## src/rtl/oversample_pkg.sv

```systemverilog
`default_nettype none
// +----------------------------------------------------------------------------+
// | oversample_pkg : shared types and circular phase-step helper               |
// | Revision: 1.0                                                              |
// +----------------------------------------------------------------------------+
package oversample_pkg;

    localparam int DEF_PHASES  = 4;
    localparam int DEF_BPC     = 2;
    localparam int PHASE_W_MAX = 8;

    typedef logic [PHASE_W_MAX-1:0] phase_t;

    typedef enum logic [1:0] {
        WRAP_NONE = 2'd0,
        WRAP_FWD  = 2'd1,
        WRAP_BWD  = 2'd2
    } wrap_e;

    typedef enum logic [0:0] {
        ST_ACCUM  = 1'b0,
        ST_DECIDE = 1'b1
    } vote_state_e;

    typedef struct packed {
        phase_t next;
        wrap_e  wrap;
    } step_t;

    // One step toward cand along the shorter arc; a half-circle tie steps forward.
    function automatic step_t circ_step(phase_t cur, phase_t cand, int unsigned phases);
        step_t  r;
        phase_t mask;
        phase_t diff;
        mask   = phase_t'(phases - 1);
        diff   = (cand - cur) & mask;
        r.next = cur;
        r.wrap = WRAP_NONE;
        if (diff != '0) begin
            if (diff <= phase_t'(phases / 2)) begin
                r.next = (cur + phase_t'(1)) & mask;
                if (cur == mask) r.wrap = WRAP_FWD;
            end else begin
                r.next = (cur - phase_t'(1)) & mask;
                if (cur == '0) r.wrap = WRAP_BWD;
            end
        end
        return r;
    endfunction

endpackage
`default_nettype wire

```

## src/rtl/oversample_phase_tracker_edge_histogram.sv

```systemverilog
`default_nettype none
// +----------------------------------------------------------------------------+
// | edge_histogram : stage 1 - edge detection and registered per-bin popcount  |
// | Revision: 1.0                                                              |
// +----------------------------------------------------------------------------+
module edge_histogram
    import oversample_pkg::*;
#(
    parameter  int PHASES = DEF_PHASES,
    parameter  int BPC    = DEF_BPC,
    localparam int W      = PHASES * BPC,
    localparam int CW     = $clog2(BPC + 1)
) (
    input  logic                       clk,
    input  logic                       rst,
    input  logic [W-1:0]               win_i,
    input  logic                       win_valid_i,
    output logic [W-1:0]               win_o,
    output logic                       valid_o,
    output logic                       prev_o,
    output logic [PHASES-1:0][CW-1:0]  hist_o
);

    logic                      prev_q;
    logic                      prevwin_q;
    logic                      valid_q;
    logic [W-1:0]              win_q;
    logic [PHASES-1:0][CW-1:0] hist_q;
    logic [PHASES-1:0][CW-1:0] hist_d;
    logic [W-1:0]              edges;

    // edges[j] is the transition into sample j (oldest first)
    generate
        for (genvar j = 0; j < W; j++) begin : g_edge
            if (j == 0) begin : g_first
                assign edges[j] = win_i[W-1] ^ prev_q;
            end else begin : g_rest
                assign edges[j] = win_i[W-1-j] ^ win_i[W-j];
            end
        end
    endgenerate

    always_comb begin
        hist_d = '0;
        for (int b = 0; b < PHASES; b++) begin
            for (int k = 0; k < BPC; k++) begin
                hist_d[b] = hist_d[b] + CW'(edges[k*PHASES+b]);
            end
        end
    end

    always_ff @(posedge clk) begin
        if (rst) begin
            prev_q    <= 1'b0;
            prevwin_q <= 1'b0;
            valid_q   <= 1'b0;
            win_q     <= '0;
            hist_q    <= '0;
        end else begin
            valid_q <= win_valid_i;
            if (win_valid_i) begin
                win_q     <= win_i;
                hist_q    <= hist_d;
                prevwin_q <= prev_q;
                prev_q    <= win_i[0];
            end
        end
    end

    assign win_o   = win_q;
    assign valid_o = valid_q;
    assign prev_o  = prevwin_q;
    assign hist_o  = hist_q;

endmodule
`default_nettype wire

```

## src/rtl/oversample_phase_tracker.sv

```systemverilog
`default_nettype none
// +----------------------------------------------------------------------------+
// | oversample_phase_tracker : edge-vote phase tracking and bit recovery       |
// | Revision: 1.0                                                              |
// +----------------------------------------------------------------------------+
module oversample_phase_tracker
    import oversample_pkg::*;
#(
    parameter  int PHASES         = DEF_PHASES,
    parameter  int BPC            = DEF_BPC,
    parameter  int VOTE_LEN       = 16,
    parameter  int ACC_W          = 8,
    parameter  int MIN_EDGES      = 4,
    parameter  int LOCK_DECISIONS = 4,
    localparam int W              = PHASES * BPC,
    localparam int PW             = $clog2(PHASES),
    localparam int CNTW           = $clog2(BPC + 2)
) (
    input  logic            clk,
    input  logic            rst,
    input  logic [W-1:0]    win_i,
    input  logic            win_valid_i,
    output logic [BPC:0]    dout_o,
    output logic [CNTW-1:0] dout_cnt_o,
    output logic            dout_valid_o,
    output logic [PW-1:0]   phase_o,
    output logic            locked_o
);

    localparam int CW = $clog2(BPC + 1);
    localparam int SW = ACC_W + 1;
    localparam int TW = ACC_W + PW + 1;
    localparam int VW = $clog2(VOTE_LEN);
    localparam int LW = $clog2(LOCK_DECISIONS + 1);

    logic [W-1:0]              s1_win;
    logic                      s1_valid;
    logic                      s1_prev;
    logic [PHASES-1:0][CW-1:0] s1_hist;

    edge_histogram #(
        .PHASES (PHASES),
        .BPC    (BPC)
    ) u_edge_histogram (
        .clk         (clk),
        .rst         (rst),
        .win_i       (win_i),
        .win_valid_i (win_valid_i),
        .win_o       (s1_win),
        .valid_o     (s1_valid),
        .prev_o      (s1_prev),
        .hist_o      (s1_hist)
    );

    vote_state_e                  state_q, state_d;
    logic [VW-1:0]                vote_q, vote_d;
    logic [PHASES-1:0][ACC_W-1:0] acc_q, acc_d, acc_sat;
    phase_t                       phase_q, phase_d;
    logic [LW-1:0]                lock_q, lock_d;
    wrap_e                        wrap_q, wrap_d;
    logic [BPC:0]                 dout_q, dout_d;
    logic [CNTW-1:0]              cnt_q, cnt_d;
    logic                         dout_valid_q;

    logic [TW-1:0]    total;
    logic [SW-1:0]    sum;
    logic [ACC_W-1:0] best_cnt;
    phase_t           best;
    phase_t           cand;
    step_t            step;

    // The decision sees the accumulators including the closing window's histogram.
    always_comb begin
        total    = '0;
        sum      = '0;
        best     = '0;
        best_cnt = '0;
        acc_sat  = '0;
        for (int b = 0; b < PHASES; b++) begin
            sum        = {1'b0, acc_q[b]} + SW'(s1_hist[b]);
            acc_sat[b] = sum[ACC_W] ? {ACC_W{1'b1}} : sum[ACC_W-1:0];
            total      = total + TW'(acc_sat[b]);
            if (b == 0 || acc_sat[b] > best_cnt) begin
                best     = phase_t'(b);
                best_cnt = acc_sat[b];
            end
        end
        cand = (best + phase_t'(PHASES / 2)) & phase_t'(PHASES - 1);
        step = circ_step(phase_q, cand, PHASES);
    end

    always_comb begin
        state_d = state_q;
        vote_d  = vote_q;
        acc_d   = acc_q;
        phase_d = phase_q;
        lock_d  = lock_q;
        wrap_d  = wrap_q;
        if (s1_valid) begin
            acc_d  = acc_sat;
            vote_d = vote_q + VW'(1);
            wrap_d = WRAP_NONE;
            case (state_q)
                ST_ACCUM: begin
                    if (vote_q == VW'(VOTE_LEN - 2)) state_d = ST_DECIDE;
                end
                ST_DECIDE: begin
                    state_d = ST_ACCUM;
                    acc_d   = '0;
                    vote_d  = '0;
                    if (total >= TW'(MIN_EDGES)) begin
                        if (cand == phase_q) begin
                            if (lock_q != LW'(LOCK_DECISIONS)) lock_d = lock_q + LW'(1);
                        end else begin
                            phase_d = step.next;
                            wrap_d  = step.wrap;
                            lock_d  = '0;
                        end
                    end
                end
                default: state_d = ST_ACCUM;
            endcase
        end
    end

    logic [W-1:0]   aligned;
    logic [BPC-1:0] bits;

    // bits holds the sampled bits oldest-first in its MSB
    always_comb begin
        aligned = s1_win << phase_q;
        bits    = '0;
        for (int k = 0; k < BPC; k++) begin
            bits[BPC-1-k] = aligned[W-1-k*PHASES];
        end
        case (wrap_q)
            WRAP_FWD: begin
                dout_d = {bits, 1'b0} << 1;
                cnt_d  = CNTW'(BPC - 1);
            end
            WRAP_BWD: begin
                dout_d = {s1_prev, bits};
                cnt_d  = CNTW'(BPC + 1);
            end
            default: begin
                dout_d = {bits, 1'b0};
                cnt_d  = CNTW'(BPC);
            end
        endcase
    end

    always_ff @(posedge clk) begin
        if (rst) begin
            state_q      <= ST_ACCUM;
            vote_q       <= '0;
            acc_q        <= '0;
            phase_q      <= phase_t'(PHASES / 2);
            lock_q       <= '0;
            wrap_q       <= WRAP_NONE;
            dout_q       <= '0;
            cnt_q        <= '0;
            dout_valid_q <= 1'b0;
        end else begin
            state_q      <= state_d;
            vote_q       <= vote_d;
            acc_q        <= acc_d;
            phase_q      <= phase_d;
            lock_q       <= lock_d;
            wrap_q       <= wrap_d;
            dout_valid_q <= s1_valid;
            if (s1_valid) begin
                dout_q <= dout_d;
                cnt_q  <= cnt_d;
            end
        end
    end

    assign dout_o       = dout_q;
    assign dout_cnt_o   = cnt_q;
    assign dout_valid_o = dout_valid_q;
    assign phase_o      = phase_q[PW-1:0];
    assign locked_o     = (lock_q == LW'(LOCK_DECISIONS));

endmodule
`default_nettype wire
```

## config.mk

```make
export PLATFORM = sky130hd
export DESIGN_NAME = oversample_phase_tracker
export DESIGN_NICKNAME = d
export VERILOG_FILES = /design/src/rtl/oversample_pkg.sv /design/src/rtl/oversample_phase_tracker_edge_histogram.sv /design/src/rtl/oversample_phase_tracker.sv
export SDC_FILE = /design/constraint.sdc
export NUM_CORES = 1
export LEC_CHECK = 0
export ABC_AREA = 1
export ABC_CLOCK_PERIOD_IN_PS = 12600
export BUFFER_PORTS_ARGS = -buffer_cell sky130_fd_sc_hd__buf_2
export CAP_MARGIN = 10
export CORE_MARGIN = 2
export CORE_UTILIZATION = 25
export DETAILED_ROUTE_END_ITERATION = 7
export PLACE_DENSITY_LB_ADDON = 0.05
export SLEW_MARGIN = 20
export SYNTH_ARGS = -nofsm -noshare
export SYNTH_HDL_FRONTEND = slang
export SYNTH_SLANG_ARGS = --single-unit
```

## constraint.sdc

```tcl
create_clock -name clk -period 12.6 [get_ports clk]
set_input_delay 1.89 -clock clk [delete_from_list [all_inputs] [get_ports clk]]
set_output_delay 1.89 -clock clk [all_outputs]
set_load 0.05 [all_outputs]
```

==> results of run 1 <==
area by class of cell:
type                       instances  share of cell area (%)
multi-input combinational        566                    56.5
sequential                        68                    22.0
inverter                         143                    8.72
tap                              280                    5.66
clock buffer                      10                    3.86
timing repair buffer              21                    1.78
clock inverter                     6                    1.52
registers in the layout (all words and copies together), names as in the netlist, 2 cells and up:
signal and flops:
acc_q 32, lock_q 3, wrap_q 2, dout_cnt_o 2, phase_q 2, vote_q 4, u_edge_histogram.win_o 8, u_edge_histogram.hist_o 8
dout_o 3
cells by family after synthesis:
logic type / share of synthesized area (%)
buf+inv: 11.6
compound gates: 13.7
xor+xnor: 2.56
flops: 24.8
fa+ha+maj: 21.0
simple gates: 26.3
critical path, delay by kind of cell (launching register included):
family,cells,cell delay [ns]
flops,1,0.35
simple gates,22,2.93
buf+inv,5,0.62
fa+ha+maj,6,1.75
compound gates,7,0.99
worst paths after layout:
| path | from | to | slack [ns] | cells past startpoint |
|---|---|---|---|---|
| worst min register to register | acc_q[10]$_SDFFE_PP0P_ | acc_q[10]$_SDFFE_PP0P_ | 0.47 | 2 |
| worst max register to register | u_edge_histogram.hist_o[2]$_SDFFE_PP0P_ | lock_q[2]$_SDFFE_PP0P_ | 5.80 | 40 |
| worst max-delay path | u_edge_histogram.hist_o[2]$_SDFFE_PP0P_ | lock_q[2]$_SDFFE_PP0P_ | 5.80 | 40 |
| worst min-delay path | acc_q[10]$_SDFFE_PP0P_ | acc_q[10]$_SDFFE_PP0P_ | 0.47 | 2 |
metal layers:
| metal | global-route usage, % | vias up | share of wire [%] |
|---|---|---|---|
| li1 | - | 2507 | - |
| met3 | 1.91 | 11 | 1.9 |
| met2 | 24.8 | 43 | 49 |
| met5 | 0 | - | 0 |
| met1 | 17.3 | 2182 | 48 |
| met4 | 3.60 | 0 | 1.3 |
through the flow:
stage | worst slack [ns] | hold WS, ns | util (%) | total power (W)
2_1_floorplan | 6.93 | 0.445 | - | 0.000424
3_3_place_gp | 5.92 | 0.456 | 27.0 | 0.000481
3_5_place_dp | 5.80 | 0.456 | 27.0 | 0.000480
4_1_cts | 5.77 | 0.465 | 28.5 | 0.000776
5_1_grt | 4.95 | 0.492 | 28.5 | 0.000823
6_report | 5.80 | 0.466 | 28.5 | 0.000757
placed cells by master, fill, tap and decap left out, types with 3 or more instances in the layout:
master / netlist / layout
sky130_fd_sc_hd__a21o_1: 3 / 3
sky130_fd_sc_hd__a21oi_1: 64 / 64
sky130_fd_sc_hd__a21oi_2: 5 / 5
sky130_fd_sc_hd__buf_2: 1 / 19
sky130_fd_sc_hd__clkbuf_16: 0 / 9
sky130_fd_sc_hd__dfxtp_1: 68 / 68
sky130_fd_sc_hd__fa_1: 20 / 20
sky130_fd_sc_hd__ha_1: 60 / 60
sky130_fd_sc_hd__inv_1: 128 / 128
sky130_fd_sc_hd__inv_2: 14 / 14
sky130_fd_sc_hd__nand2_1: 194 / 194
sky130_fd_sc_hd__nand2_2: 6 / 6
sky130_fd_sc_hd__nand3_1: 25 / 25
sky130_fd_sc_hd__nand4_1: 8 / 8
sky130_fd_sc_hd__nor2_1: 80 / 79
sky130_fd_sc_hd__nor2_2: 8 / 8
sky130_fd_sc_hd__nor2_4: 3 / 4
sky130_fd_sc_hd__nor3_1: 4 / 4
sky130_fd_sc_hd__o21ai_0: 35 / 35
sky130_fd_sc_hd__o21ai_1: 4 / 4
sky130_fd_sc_hd__o21ai_2: 8 / 8
sky130_fd_sc_hd__or2_2: 3 / 3
sky130_fd_sc_hd__xor2_1: 15 / 15
synth_stat cells, types with 3 or more instances:
cell type and number:
sky130_fd_sc_hd__nand2_1 194, sky130_fd_sc_hd__fa_1 20, sky130_fd_sc_hd__nor2_2 8, sky130_fd_sc_hd__nor3_1 4, sky130_fd_sc_hd__or2_2 3, sky130_fd_sc_hd__a21o_1 3, sky130_fd_sc_hd__xor2_1 15, sky130_fd_sc_hd__nand3_1 25
sky130_fd_sc_hd__inv_1 128, sky130_fd_sc_hd__nand4_1 8, sky130_fd_sc_hd__dfxtp_1 68, sky130_fd_sc_hd__a21oi_2 5, sky130_fd_sc_hd__o21ai_0 35, sky130_fd_sc_hd__inv_2 14, sky130_fd_sc_hd__ha_1 60, sky130_fd_sc_hd__nand2_2 6
sky130_fd_sc_hd__nor2_4 3, sky130_fd_sc_hd__o21ai_2 8, sky130_fd_sc_hd__nor2_1 80, sky130_fd_sc_hd__o21ai_1 4, sky130_fd_sc_hd__a21oi_1 64, sky130_fd_sc_hd__clkbuf_1 17
power by group:
group	total (W)	internal, W	switching, W	leakage, nW
registers	0.000226	0.000222	0.00000459	0.554
logic	0.000243	0.0000837	0.000159	2.24
clock network	0.000288	0.000181	0.000108	0.160
total	0.000757	0.000486	0.000271	2.95
==> reports/results.txt, run 1 <==
crit-path most repeated cell = sky130_fd_sc_hd__nand2_1
count of endpoints failing hold in the final timing report = 0
max cap viols = 0
DPL Wire Length = 12.0 mm
clock tree from TritonCTS = yes
Syn Std Cell Area = 0.00548 mm²
setup violators final = 0
final setup TNS = 0 ns
Slew HR = 37.8%
H-tree lvl count = 3
share of cells above drive strength 1 = 11.2%
nature of the critical path endpoint = flop
worst endpoint required time = 12.80 ns
IO buf count = 19
type of the tightest min-delay check = flop to flop
number of different library cells in the post-synthesis netlist = 44
Register Area = 0.00136 mm²
dominant cells by area after synthesis = sky130_fd_sc_hd__dfxtp_1, sky130_fd_sc_hd__ha_1, sky130_fd_sc_hd__nand2_1
most instantiated flip-flop cell in the synthesis netlist = sky130_fd_sc_hd__dfxtp_1
Net Count, Synth = 889
I/O pin total = 20
post-route antenna net violation count = 0
Yosys Warn Count = 0
floorplan die area = 0.0231 mm²
vias per cell = 4.34
Final Non-Filler Cells = 1094
Final Instance Area = 0.00619 mm²
cell chosen for the clock root = sky130_fd_sc_hd__clkbuf_16
delay of the slowest critical-path stage = 0.41 ns
Resized cells post-CTS = 0
Post-Syn Instances = 798
DR vias = 4743
outcome = complete, no violations
dominant cell type by area after synthesis = sky130_fd_sc_hd__dfxtp_1
critical path class = flop to flop
peak fanout along the critical path = 20
highest attainable clock frequency = 0.147 GHz
RSZ-0062 raised after global routing = false
share of synthesized area occupied by flip-flops and latches = 24.8%
post-detailed-route DRC marker count = 0
placed cell count = 1078
placement row count = 54
number of global-route vias before repair = 4930
initial standard-cell utilization of the core = 25.3%
power density normalized to cell area = 122 mW/mm²
routed wire length = 15.4 mm
Least-Margin Pin Slew = 0.930 ns
total core area = 0.0217 mm²
worst clock skew = 0.0105 ns
CP max stage cell = sky130_fd_sc_hd__nand2_1
Avg Synthesized Cell Area = 6.87 µm²
number of flops mapped to enable cells by yosys = 0
number of synthesized register bits = 68
all-layer global routing usage = 13.8%
post-layout net count = 900
area share of the largest cell type after synthesis = 24.8%
first-pass detailed-route iteration total = 4
global placement routability congestion = 0.808
IR drop worst, VDD = 68.5 µV
width of the die = 152 µm
Filler cells = 2387
initial antenna violation count = 0
count of buffers added by post-CTS timing repair for setup = 0
number of clock sinks = 68
ant diodes = 0
clock network latency to the later pin of the worst-skew pair = 0.34 ns
drt wl/cell = 14.0 µm
wire length of the first global-routing pass = 25.4 mm
crit path launch type = flop
Final min period = 6.80 ns
Post-CTS Hold Fix Bufs = 0
clock buffer count from CTS = 9
number of max-slew violations in the final report = 0
clock transition at the registers of the reported paths = 0.06 ns
data arrival time of the worst path = 7.00 ns
leakage = 2.95 nW
cell area reported after detailed placement = 0.00585 mm²
total area of multi-input combinational cells = 0.00349 mm²
number of DRC violations after detailed-routing iteration 0 = 161
aggregate global routing overflow = 0
Die Y = 152 µm
post-synthesis async set-or-reset flop share = 0%
Max Root-Sink Buffers = 2
maximum number of pins on one net before global-route repair = 46
synth-to-layout area growth = 12.9%
final critical-path share of the clock period = 54.0%
(Power assumes the default switching activity.)
==> run 2, diff against run 1 <==
--- a/config.mk
+++ b/config.mk
@@ -5,8 +5,8 @@
 export SDC_FILE = /design/constraint.sdc
 export NUM_CORES = 1
 export LEC_CHECK = 0
-export ABC_AREA = 1
-export ABC_CLOCK_PERIOD_IN_PS = 12600
+export ABC_AREA = 0
+export ABC_CLOCK_PERIOD_IN_PS = 6700
 export BUFFER_PORTS_ARGS = -buffer_cell sky130_fd_sc_hd__buf_2
 export CAP_MARGIN = 10
 export CORE_MARGIN = 2
==> constraint.sdc (replaced) <==
create_clock -name clk -period 6.7 [get_ports clk]
set_input_delay 1.005 -clock clk [delete_from_list [all_inputs] [get_ports clk]]
set_output_delay 1.005 -clock clk [all_outputs]
set_load 0.05 [all_outputs]
==> reports/results.txt, run 2 <==
final critical-path share of the clock period = 96.0% (+42 points)
area share of the largest cell type after synthesis = 25.7% (+0.89 points)
Post-Syn Instances = 627 (-21%)
Syn Std Cell Area = 0.00529 mm² (-3.4%)
number of global-route vias before repair = 4469 (-9.4%)
outcome = complete, no violations
Slew HR = 42.7% (+4.8 points)
post-layout net count = 756 (-16%)
type of the tightest min-delay check = flop to flop
simple logic cell fraction of the synthesized area = 16.9% (-9.4 points)
synth-to-layout area growth = 21.4%
post-detailed-route DRC marker count = 0 (unchanged)
total core area = 0.0209 mm² (-3.7%)
XOR/XNOR Fraction of Synth Area = 4.63% (+2.1 points)
most common cell after layout, fill and taps aside = sky130_fd_sc_hd__nor2_1
DR vias = 4355 (-8.2%)
data arrival time of the worst path = 6.62 ns (-0.38 ns)
number of max-slew violations in the final report = 0 (unchanged)
cell chosen for the clock root = sky130_fd_sc_hd__clkbuf_16
GR Util met1 = 18.1% (+0.84 points)
post-synthesis async set-or-reset flop share = 0% (unchanged)
peak fanout along the critical path = 8 (-60%)
met3 demand-to-capacity share in global routing = 2.87% (+0.95 points)
count of endpoints failing hold in the final timing report = 0 (unchanged)
combinational family with the most area after synthesis = adder cells
global-route layer with the greatest usage = met2
Net Count, Synth = 718 (-19%)
leakage = 2.78 nW (-5.9%)
share of cells above drive strength 1 = 20.4% (+9.3 points)
floorplan die area = 0.0224 mm² (-3.4%)
number of flops mapped to enable cells by yosys = 0 (unchanged)
total area of multi-input combinational cells = 0.00381 mm² (+9.0%)
vias per cell = 4.61 (+6.3%)
most common cell in the netlist = sky130_fd_sc_hd__nor2_1
most instantiated flip-flop cell in the synthesis netlist = sky130_fd_sc_hd__dfxtp_1
Final Instance Area = 0.00643 mm² (+3.9%)
worst endpoint required time = 6.89 ns (-5.91 ns)
placement row count = 53 (-1.9%)
clock buffer count from CTS = 9 (unchanged)
wire length of the first global-routing pass = 24.0 mm (-5.6%)
first-pass detailed-route iteration total = 4 (unchanged)
aggregate global routing overflow = 0 (unchanged)
worst clock skew = 0.00933 ns (-0.00119 ns)
delay of the slowest critical-path stage = 0.36 ns (-0.05 ns)
mux contribution to synthesized area = 8.70% (+8.7 points)
cell area reported after detailed placement = 0.00580 mm² (-0.90%)
IO buf count = 19 (unchanged)
number of flip-flops under the largest register name = 32 (unchanged)
maximum number of pins on one net before global-route repair = 74 (+61%)
initial antenna violation count = 0 (unchanged)
I/O pin total = 20 (unchanged)
DPL Wire Length = 11.1 mm (-7.4%)
post-route antenna net violation count = 0 (unchanged)
IR drop worst, VDD = 185 µV (+170%)
complex-gate fraction of the synthesized area = 15.4% (+1.7 points)
dominant cell type by area after synthesis = sky130_fd_sc_hd__dfxtp_1
crit path launch type = flop
Avg Synthesized Cell Area = 8.44 µm² (+23%)
crit-path most repeated cell = sky130_fd_sc_hd__ha_4
number of clock sinks = 68 (unchanged)
Final min period = 6.43 ns (-0.369 ns)
setup violators final = 0 (unchanged)
total power draw = 0.00133 W (+76%)
Least-Margin Pin Slew = 0.859 ns (-0.0712 ns)
internal reg-to-reg setup slack = 0.27 ns (-5.53 ns)
clock tree from TritonCTS = yes
Register Area = 0.00137 mm² (+0.28%)
clock transition at the registers of the reported paths = 0.07 ns (about the same)
H-tree lvl count = 3 (unchanged)
Post-CTS Hold Fix Bufs = 0 (unchanged)
power density normalized to cell area = 207 mW/mm² (+69%)
Worst Hold Margin = 0.469 ns (+0.00352 ns)
cell types with the highest counts after synthesis = sky130_fd_sc_hd__nor2_1, sky130_fd_sc_hd__dfxtp_1, sky130_fd_sc_hd__ha_1, sky130_fd_sc_hd__inv_1, sky130_fd_sc_hd__nand2_1
share of synthesized area occupied by flip-flops and latches = 25.7% (+0.89 points)
width of the die = 150 µm (-1.7%)
number of different library cells in the post-synthesis netlist = 55 (+25%)
commonest non-fill, non-tap cells in the layout = sky130_fd_sc_hd__nor2_1, sky130_fd_sc_hd__dfxtp_1, sky130_fd_sc_hd__inv_1
Die Y = 150 µm (-1.7%)
max cap viols = 0 (unchanged)
highest attainable clock frequency = 0.155 GHz (+5.7%)
ant diodes = 0 (unchanged)
grt met2 use = 23.1% (-1.7 points)
initial standard-cell utilization of the core = 25.3% (+0.063 points)
routed wire length = 14.9 mm (-2.9%)
CP max stage cell = sky130_fd_sc_hd__fa_2
all-layer global routing usage = 13.9% (+0.11 points)
global placement routability congestion = 0.827 (+2.3%)
top register by number of flip-flops = acc_q
number of DRC violations after detailed-routing iteration 0 = 148 (-8.1%)
dominant cells by area after synthesis = sky130_fd_sc_hd__dfxtp_1, sky130_fd_sc_hd__ha_1, sky130_fd_sc_hd__fa_1
nature of the critical path endpoint = flop
Synth Area in Adders = 21.7% (+0.75 points)
clock network latency to the later pin of the worst-skew pair = 0.34 ns (about the same)
Max Root-Sink Buffers = 2 (unchanged)
Yosys Warn Count = 0 (unchanged)
Filler cells = 2208 (-7.5%)
drt wl/cell = 15.8 µm (+12%)
critical path class = flop to flop
number of synthesized register bits = 68 (unchanged)
-- run 2: changes by cell type in the layout (fill, tap and decap cells not counted), moves of 28 or more --
cell,delta
sky130_fd_sc_hd__a22oi_1,+29
sky130_fd_sc_hd__nand2_1,-157
sky130_fd_sc_hd__a21oi_1,-35
sky130_fd_sc_hd__buf_4,+28
sky130_fd_sc_hd__inv_1,-69
sky130_fd_sc_hd__o21ai_0,-32
-- run 2: worst paths after layout --
path | cells past startpoint | to | startpoint
setup / recovery | 35 | wrap_q[0]$_SDFFE_PP0P_ | u_edge_histogram.hist_o[2]$_SDFFE_PP0P_
hold / removal | 2 | dout_o[0]$_SDFFE_PP0P_ | dout_o[0]$_SDFFE_PP0P_
setup reg to reg | 35 | wrap_q[0]$_SDFFE_PP0P_ | u_edge_histogram.hist_o[2]$_SDFFE_PP0P_
hold reg to reg | 2 | dout_o[0]$_SDFFE_PP0P_ | dout_o[0]$_SDFFE_PP0P_
-- run 2: kinds of logic after synthesis --
family | count (synthesis)
AND/OR/NAND/NOR | 191
XOR/XNOR | 28
adder cells (fa/ha/maj) | 80
multiplexers | 42
flip-flops | 68
buffers and inverters | 96
AO/OA/AOI/OAI | 122
-- run 2: power by group --
| part | switching, W | leakage [nW] | internal (W) |
|---|---|---|---|
| combinational | 0.000225 | 2.09 | 0.000212 |
| clock | 0.000214 | 0.135 | 0.000257 |
| sequential | 0.00000866 | 0.553 | 0.000416 |
-- run 2: timing repair --
item / CTS / global route
pin swaps: 0 / 23
hold endpoints to repair: 0 / 0
cloned: 0 / 0
setup endpoints to repair: 2 / 7
buffers inserted: 3 / 9
gates resized for setup: 1 / 52
-- run 2: metrics by stage --
stage | utilization, % | instances | TNS (ns) | setup slack (ns)
floorplan | - | 627 | 0 | 0.262
global placement | 27.8 | 917 | 0 | 0.197
detailed placement | 27.8 | 917 | 0 | 0.0100
CTS | 29.3 | 936 | 0 | 0.0169
global route | 30.8 | 945 | -0.172 | -0.0694
finish | 30.8 | 945 | 0 | 0.267
-- run 2: layout make-up --
cell class / count / share of cell area (%)
Clock buffer: 9 / 3.50
Clock inverter: 7 / 0.895
Inverter: 70 / 4.09
Multi-Input combinational cell: 463 / 59.2
Sequential cell: 68 / 21.2
Tap cell: 275 / 5.35
Timing Repair Buffer: 53 / 5.68
-- run 2: critical path, delay by kind of cell, from the launching register on --
| kind | cells | cell delay (ns) |
|---|---|---|
| muxes | 3 | 0.89 |
| AOI/OAI and AO/OA | 11 | 1.65 |
| DFF | 1 | 0.35 |
| adders and majority gates | 6 | 1.36 |
| xor gates and xnor gates | 1 | 0.14 |
| buffers and inverters | 5 | 0.73 |
| and+or+nand+nor | 9 | 1.17 |
-- run 2: metal layers --
metal | wire length (µm) | vias to the layer above
li1 | - | 2212
met1 | 7270 | 2074
met2 | 7000 | 50
met3 | 373 | 19
met4 | 267 | 0
met5 | 0 | -
==> run 3, diff against run 2 <==
--- a/config.mk
+++ b/config.mk
@@ -7,7 +7,7 @@
 export LEC_CHECK = 0
 export ABC_AREA = 0
 export ABC_CLOCK_PERIOD_IN_PS = 6700
-export BUFFER_PORTS_ARGS = -buffer_cell sky130_fd_sc_hd__buf_2
+export BUFFER_PORTS_ARGS = -buffer_cell sky130_fd_sc_hd__clkbuf_2
 export CAP_MARGIN = 10
 export CORE_MARGIN = 2
 export CORE_UTILIZATION = 25
==> reports/results.txt, run 3 (synthesis gave the netlist of run 2 again) <==
outcome = complete, no violations
power density normalized to cell area = 209 mW/mm² (+0.99%)
number of clock sinks = 68 (unchanged)
IO buf count = 19 (unchanged)
crit-path most repeated cell = sky130_fd_sc_hd__nand4_1
Final min period = 6.36 ns (-0.0681 ns)
top register by number of flip-flops = acc_q
number of DRC violations after detailed-routing iteration 0 = 155 (+4.7%)
routed wire length = 14.9 mm (-0.37%)
type of the tightest min-delay check = flop to flop
crit path launch type = flop
total core area = 0.0209 mm² (unchanged)
maximum number of pins on one net before global-route repair = 74 (unchanged)
most common cell after layout, fill and taps aside = sky130_fd_sc_hd__nor2_1
count of endpoints failing hold in the final timing report = 0 (unchanged)
Post-CTS Hold Fix Bufs = 0 (unchanged)
number of global-route vias before repair = 4334 (-3.0%)
Final Non-Filler Cells = 941 (-0.42%)
Max Root-Sink Buffers = 2 (unchanged)
IR drop worst, VDD = 114 µV (-39%)
Least-Margin Pin Slew = 0.845 ns (-0.0143 ns)
aggregate global routing overflow = 0 (unchanged)
synth-to-layout area growth = 19.2%
DPL Wire Length = 11.2 mm (+0.75%)
post-detailed-route DRC marker count = 0 (unchanged)
total power draw = 0.00132 W (-0.90%)
wire length of the first global-routing pass = 23.5 mm (-2.1%)
clock network latency to the later pin of the worst-skew pair = 0.35 ns (about the same)
ant diodes = 0 (unchanged)
H-tree lvl count = 3 (unchanged)
first-pass detailed-route iteration total = 4 (unchanged)
peak fanout along the critical path = 8 (unchanged)
initial antenna violation count = 0 (unchanged)
utilization after layout = 30.2% (-0.57 points)
cell chosen for the clock root = sky130_fd_sc_hd__clkbuf_16
data arrival time of the worst path = 6.56 ns (-0.06 ns)
post-route antenna net violation count = 0 (unchanged)
Slew HR = 43.6% (+0.95 points)
post-layout net count = 752 (-0.53%)
internal reg-to-reg setup slack = 0.34 ns (+0.07 ns)
critical path class = flop to flop
I/O pin total = 20 (unchanged)
max cap viols = 0 (unchanged)
Die Y = 150 µm (unchanged)
DR vias = 4340 (-0.34%)
drt wl/cell = 15.8 µm (about the same)
placed cell count = 916 (-0.11%)
setup violators final = 0 (unchanged)
number of flip-flops under the largest register name = 32 (unchanged)
share of cells above drive strength 1 = 18.3% (-2.1 points)
width of the die = 150 µm (unchanged)
worst endpoint required time = 6.90 ns (about the same)
clock transition at the registers of the reported paths = 0.06 ns (about the same)
initial standard-cell utilization of the core = 25.3% (unchanged)
Min-Delay Path Depth = 2 (unchanged)
vias per cell = 4.61 (about the same)
nature of the critical path endpoint = flop
CP max stage cell = sky130_fd_sc_hd__fa_2
clock tree from TritonCTS = yes
clock buffer count from CTS = 9 (unchanged)
path depth of the worst reg2reg path = 35 (unchanged)
final critical-path share of the clock period = 95.0% (-1.0 points)
worst clock skew = 0.00893 ns (-0.000407 ns)
number of max-slew violations in the final report = 0 (unchanged)
delay of the slowest critical-path stage = 0.34 ns (-0.02 ns)
all-layer global routing usage = 13.9% (-0.024 points)
commonest non-fill, non-tap cells in the layout = sky130_fd_sc_hd__nor2_1, sky130_fd_sc_hd__dfxtp_1, sky130_fd_sc_hd__inv_1
highest attainable clock frequency = 0.157 GHz (+1.1%)
placement row count = 53 (unchanged)
global placement routability congestion = 0.807 (-2.4%)
leakage = 2.75 nW (-1.0%)
Worst Hold Margin = 0.474 ns (+0.00482 ns)
floorplan die area = 0.0224 mm² (unchanged)
run 3: routing by layer:
layer	GRT usage [%]	wire length, µm	vias to the layer above
li1	-	-	2206
met1	18.1	7140	2074
met2	22.9	7050	42
met3	2.71	364	18
met4	4.43	291	0
met5	0	0	-
run 3: worst paths after layout:
kind	to	startpoint
min	dout_o[0]$_SDFFE_PP0P_	dout_o[0]$_SDFFE_PP0P_
max reg2reg	wrap_q[0]$_SDFFE_PP0P_	u_edge_histogram.hist_o[2]$_SDFFE_PP0P_
max	wrap_q[0]$_SDFFE_PP0P_	u_edge_histogram.hist_o[2]$_SDFFE_PP0P_
min reg2reg	dout_o[0]$_SDFFE_PP0P_	dout_o[0]$_SDFFE_PP0P_
run 3: final cells by class:
cell class                 instances  area (µm²)
clock buffer                       9         225
clock inverter                     7        60.1
fill                            2246       14600
inverter                          70         263
multi-input combinational        463        3720
sequential                        68        1370
tap                              275         344
timing repair buffer              49         325
run 3: power breakdown:
part           total, W  switching, W  internal (W)
registers      0.000424    0.00000797      0.000416
clock network  0.000474      0.000218      0.000257
logic          0.000422      0.000223      0.000199
total           0.00132      0.000449      0.000872
run 3: timing repair:
action | in CTS | in global routing
setup buffers | 0 | 8
resized for setup | 0 | 38
endpoints found under the hold margin | 0 | 0
endpoints found under the setup margin | 0 | 7
run 3: stage by stage:
stage | TNS (ns) | worst slack [ns] | instance area [µm²]
floorplan | 0 | 0.262 | 5290
global placement | 0 | 0.217 | 5790
detailed placement | 0 | 0.0386 | 5790
CTS | 0 | 0.00313 | 6080
global route | -0.129 | -0.101 | 6310
finish | 0 | 0.335 | 6310
run 3: critical path: cells and delay by family, from the launching register on:
| kind | cells | cell delay, ns |
|---|---|---|
| buffers and inverters | 5 | 0.72 |
| adder cells (fa/ha/maj) | 6 | 1.43 |
| XOR/XNOR | 1 | 0.13 |
| multiplexers | 3 | 0.84 |
| flip-flops | 1 | 0.33 |
| AND/OR/NAND/NOR | 9 | 1.19 |
| AO/OA/AOI/OAI | 11 | 1.57 |
